===== src/rtl/decode_pipe_reg.sv =====
// Decode-to-execute pipeline register with load-use interlock, halt state,
// sticky decode-error flag and a saturating load-use bubble counter.
module decode_pipe_reg #(
    parameter int DATA_W = 16,
    parameter int CTRL_W = 24,
    parameter int AW     = 3,
    parameter int CNT_W  = 8
) (
    input  logic              clk,
    input  logic              rst,
    input  logic              stall_in,
    input  logic              flush,
    input  logic              if_valid,
    input  logic [DATA_W-1:0] if_pc,
    input  logic [DATA_W-1:0] if_instr,
    input  logic [DATA_W-1:0] rd1_data,
    input  logic [DATA_W-1:0] rd2_data,
    input  logic [AW-1:0]     rd1_sel,
    input  logic [AW-1:0]     rd2_sel,
    input  logic              uses_rd2,
    input  logic [CTRL_W-1:0] ctrl_in,
    input  logic [AW-1:0]     wreg_in,
    input  logic              regwrt_in,
    input  logic              memrd_in,
    input  logic              halt_in,
    input  logic              err_in,
    output logic              ex_valid,
    output logic [DATA_W-1:0] ex_pc,
    output logic [DATA_W-1:0] ex_instr,
    output logic [DATA_W-1:0] ex_rd1,
    output logic [DATA_W-1:0] ex_rd2,
    output logic [CTRL_W-1:0] ex_ctrl,
    output logic [AW-1:0]     ex_wreg,
    output logic              ex_regwrt,
    output logic              ex_memrd,
    output logic              ex_halt,
    output logic              stall_out,
    output logic              err_sticky,
    output logic [CNT_W-1:0]  bubble_cnt
);

    typedef enum logic {RUN, HALTED} state_t;

    state_t stateQ, stateD;
    logic   loadUse;
    logic   doBubble;
    logic   doCapture;
    logic   capHalt;

    // Priority below rst: flush > stall_in > loadUse > HALTED > capture.
    always_comb begin
        loadUse   = if_valid & ex_valid & ex_memrd & ex_regwrt &
                    ((ex_wreg == rd1_sel) | (uses_rd2 & (ex_wreg == rd2_sel)));
        stall_out = stall_in | loadUse | (stateQ == HALTED);
        doBubble  = flush | (~stall_in & (loadUse | (stateQ == HALTED)));
        doCapture = ~flush & ~stall_in & ~loadUse & (stateQ == RUN);
        capHalt   = if_valid & halt_in & (if_pc != '0);
        stateD    = stateQ;
        if (flush)
            stateD = RUN;
        else if (doCapture && capHalt)
            stateD = HALTED;
    end

    always_ff @(posedge clk) begin
        if (rst)
            stateQ <= RUN;
        else
            stateQ <= stateD;
    end

    always_ff @(posedge clk) begin
        if (rst || doBubble) begin
            ex_valid  <= 1'b0;
            ex_pc     <= '0;
            ex_instr  <= '0;
            ex_rd1    <= '0;
            ex_rd2    <= '0;
            ex_ctrl   <= '0;
            ex_wreg   <= '0;
            ex_regwrt <= 1'b0;
            ex_memrd  <= 1'b0;
            ex_halt   <= 1'b0;
        end else if (doCapture) begin
            ex_valid  <= if_valid;
            ex_pc     <= if_pc;
            ex_instr  <= if_instr;
            ex_rd1    <= rd1_data;
            ex_rd2    <= rd2_data;
            ex_ctrl   <= ctrl_in;
            ex_wreg   <= wreg_in;
            ex_regwrt <= regwrt_in;
            ex_memrd  <= memrd_in;
            ex_halt   <= capHalt;
        end
    end

    always_ff @(posedge clk) begin
        if (rst) begin
            err_sticky <= 1'b0;
            bubble_cnt <= '0;
        end else begin
            if (doCapture && if_valid && err_in)
                err_sticky <= 1'b1;
            // Counted only when the interlock actually inserts the bubble.
            if (!flush && !stall_in && loadUse && (bubble_cnt != '1))
                bubble_cnt <= bubble_cnt + 1'b1;
        end
    end

endmodule


===== config.mk =====
export PLATFORM = sky130hd
export DESIGN_NAME = decode_pipe_reg
export DESIGN_NICKNAME = d
export VERILOG_FILES = /design/src/rtl/decode_pipe_reg.sv
export SDC_FILE = /design/constraint.sdc
export NUM_CORES = 1
export LEC_CHECK = 0
export CAP_MARGIN = 25
export CELL_PAD_IN_SITES_DETAIL_PLACEMENT = 1
export CELL_PAD_IN_SITES_GLOBAL_PLACEMENT = 2
export CORE_MARGIN = 3
export CORE_UTILIZATION = 23
export CTS_CLUSTER_DIAMETER = 80
export DETAILED_ROUTE_END_ITERATION = 12
export HOLD_SLACK_MARGIN = 0.02
export PLACE_DENSITY = 0.95
export SLEW_MARGIN = 5
export SYNTH_ARGS = -nofsm -noshare
export SYNTH_HDL_FRONTEND = slang
export SYNTH_SLANG_ARGS = --single-unit

===== constraint.sdc =====
create_clock -name clk -period 5.7 [get_ports clk]
set_input_delay 1.71 -clock clk [delete_from_list [all_inputs] [get_ports clk]]
set_output_delay 1.71 -clock clk [all_outputs]
set_load 0.05 [all_outputs]

==> results <==
==> state kept, by name, summed over array words and instances, names as in the netlist <==
name,flops
ex_wreg,3
ex_ctrl,24
ex_valid,1
ex_instr,16
bubble_cnt,8
ex_halt,1
ex_regwrt,1
err_sticky,1
ex_rd1,16
stateQ,1
ex_pc,16
ex_rd2,16
ex_memrd,1
==> kinds of logic after synthesis <==
family                   after synthesis
AO/OA/AOI/OAI                         92
adder cells (fa/ha/maj)                1
buffers and inverters                 39
AND/OR/NAND/NOR                      209
multiplexers                          19
flip-flops                           105
XOR/XNOR                              10
==> final timing paths <==
| path | startpoint | endpoint | slack, ps | depth (start not counted) |
|---|---|---|---|---|
| setup / recovery | rd1_sel[2] | stall_out | 820 | 6 |
| hold / removal | ex_instr[4] | ex_instr[4] | 460 | 2 |
| setup reg to reg | ex_wreg[2] | ex_pc[0] | 2910 | 7 |
| hold reg to reg | ex_instr[4] | ex_instr[4] | 460 | 2 |
==> layout by cell type, fill, tap and decap left out <==
master | netlist | final
a21oi_1 | 78 | 78
a2111oi_0 | 2 | 2
nand4_2 | 1 | 1
nand4_1 | 6 | 6
mux2i_1 | 17 | 17
or3_1 | 1 | 1
nand2_1 | 81 | 81
clkdlybuf4s50_1 | 0 | 210
dfxtp_1 | 105 | 105
buf_4 | 7 | 5
clkbuf_8 | 0 | 3
mux2_2 | 2 | 2
nor2_1 | 29 | 29
clkbuf_16 | 0 | 9
nand3_1 | 78 | 78
clkinvlp_4 | 0 | 2
a31oi_1 | 3 | 3
and3_1 | 2 | 2
nor3_4 | 0 | 1
nor4_1 | 4 | 4
inv_1 | 1 | 1
o211ai_1 | 2 | 2
nand4b_1 | 1 | 1
nand2b_1 | 1 | 1
bufinv_16 | 0 | 1
nor2b_1 | 2 | 2
and2_1 | 1 | 1
a22oi_4 | 1 | 1
buf_12 | 0 | 3
a21o_2 | 0 | 1
ha_1 | 1 | 1
o21ai_0 | 1 | 1
nor3_1 | 1 | 1
clkinv_2 | 0 | 1
a211oi_2 | 1 | 1
xnor2_1 | 10 | 10
a21boi_0 | 1 | 1
a211oi_1 | 1 | 1
a31o_2 | 1 | 1
==> power breakdown <==
| part | total (µW) | internal (µW) | switching (µW) |
|---|---|---|---|
| registers | 770 | 757 | 13.6 |
| logic | 304 | 134 | 171 |
| clock network | 649 | 376 | 273 |
| total | 1720 | 1270 | 457 |
==> layer usage <==
layer	GRT usage (%)	part of all wire, %	vias to the layer above	wire (µm)
li1	-	-	2017	-
met1	17.6	41	2000	6040
met2	26.6	51	126	7460
met3	5.28	7.2	12	1070
met4	4.68	1.4	0	202
met5	0	0	-	0
==> area by class of cell <==
cell class	instances	share of cell area [%]
sequential	105	31.6
tap	220	4.14
multi-input combinational	331	26.4
clock inverter	4	0.752
clock buffer	12	4.00
timing repair buffer	218	33.1
inverter	1	0.0564
==> metrics by stage <==
step | utilization, % | hold WS [ps] | cell area [µm²]
after floorplan | - | 480 | 4040
after global placement | 37.6 | 441 | 6340
final | 39.4 | 458 | 6660
after global routing | 39.4 | 476 | 6660
after CTS | 39.4 | 461 | 6660
after detailed placement | 37.6 | 450 | 6340
==> worst max-delay path, delay by kind of cell <==
kind	cells	cell delay, ps
AOI/OAI and AO/OA	1	260
and+or+nand+nor	2	340
xor gates and xnor gates	1	270
buffers and inverters	2	590
==> flow_metrics.tcl <==
set metrics [dict create \
    crit_chain "clkdlybuf4s50_1 > xnor2_1 > nand3_1 > a21o_2 > nand2_1 > buf_12" \
    max_freq_mhz 205 \
    final_cells 891 \
    finalCriticalPeriod_ps 4880 \
    synth-seq-cells 105 \
    syn_area_per_cell_um2 8.51 \
    post_cts_buffers 0 \
    synthAdderAreaFrac_pct 0.309 \
    die_w_um 139 \
    dp_hpwl_um 11000 \
    ir_worst_vdd_mv 0.119 \
    io_pins 212 \
    p_total_uw 1720 \
    synth.distinct_cells 35 \
    cts_buffer_depth 2 \
    status "complete, no violations" \
    wire_per_inst_um 16.6 \
    synth-seq-area-share_pct 52.0 \
    viasPerCell 4.66 \
    synth.most_common_cell "dfxtp_1" \
    tns_ps 0 \
    worstSkewPairLatency_ps 340 \
    synthCells 475 \
    yosys.area.top_type "dfxtp_1" \
    synthArstFlopShare_pct 0 \
    synth_nets 583 \
    tightest_slew_ps 936 \
    netlist_area_um2 4040 \
    cts_buffers 9 \
    yosys.area_share.simple_pct 23.4 \
    yosys_warnings 0 \
    dp_slack_ps 805 \
    antenna_found_initial 0 \
    die_area_um2 19200 \
    max_slew_margin_pct 37.4 \
    dp_cells 875 \
    critPathRequiredTime_ps 3990 \
    start_util_pct 24.0 \
    path_max_fanout 5 \
    first_iter_violations 120 \
    grt_pass1_wl_um 24100 \
    maxSlewViolCount 0 \
    critPathKind "input pin to output port" \
    overflow 0 \
    fp-row-count 47 \
    maxCapViolations 0 \
    clock_skew_ps 8.58 \
    arrival_ps 3170 \
    ys.flop_type "dfxtp_1" \
    yosysTopAreaCellShare_pct 52.0 \
    path_clk_slew_ps 70 \
    p_leak_uw 0.00232 \
    layout-drive-gt1-share_pct 4.77 \
    cts.sinks 105 \
    grt_max_degree 81 \
    synth-xor-area-share_pct 2.17 \
    synth_compound_area_share_pct 12.7 \
    synthMuxAreaShare_pct 4.76 \
    wirelength_um 14800 \
    drt-pass1-iter-count 4 \
    vias 4155 \
    critPathSlowestCell "clkdlybuf4s50_1" \
    fillers 1954 \
    htreeDepth 3 \
    multi_input_area_um2 1760 \
    start_kind "input pin" \
    p_per_area_nw_per_um2 259 \
    area_growth_pct 64.6 \
    grt.total_usage_pct 15.2 \
    min_period_over_period_pct 85.5 \
    yosys-top-cells-count "dfxtp_1 (105), nand2_1 (81), a21oi_1 (78), nand3_1 (78), nor2_1 (29)" \
    drc 0 \
    place.gp.congestion 0.759 \
    yosys-top-cells-area "dfxtp_1 (52%), a21oi_1 (9.7%), nand3_1 (9.7%)" \
    ant_nets 0 \
    hold_violations 0 \
    final-seq-area_um2 2100 \
    cts_resized 0 \
    synth_top_family_by_area "simple AND/OR/NAND/NOR gates" \
    finalSetupViolCount 0 \
    design.core.area_um2 16900 \
    rsz0062_at_grt "no" \
    first_global_vias 4492 \
    num-nets-final 774 \
    antenna_cells 0 \
    cpPeakStageDelay_ps 440 \
    cts_tree "built" \
    fp.dieH_um 139 \
    worstSetupEndpointType "output port" \
    timing.final.ws_setup_ps 824 \
    ctsHoldBuffers 0 \
    cts-root-buf "clkbuf_16" \
    hold_path_class "flop to flop" \
    io_buffers 211 \
    synth_edf_count 0 \
]
Power figures use the tool's default switching activity.
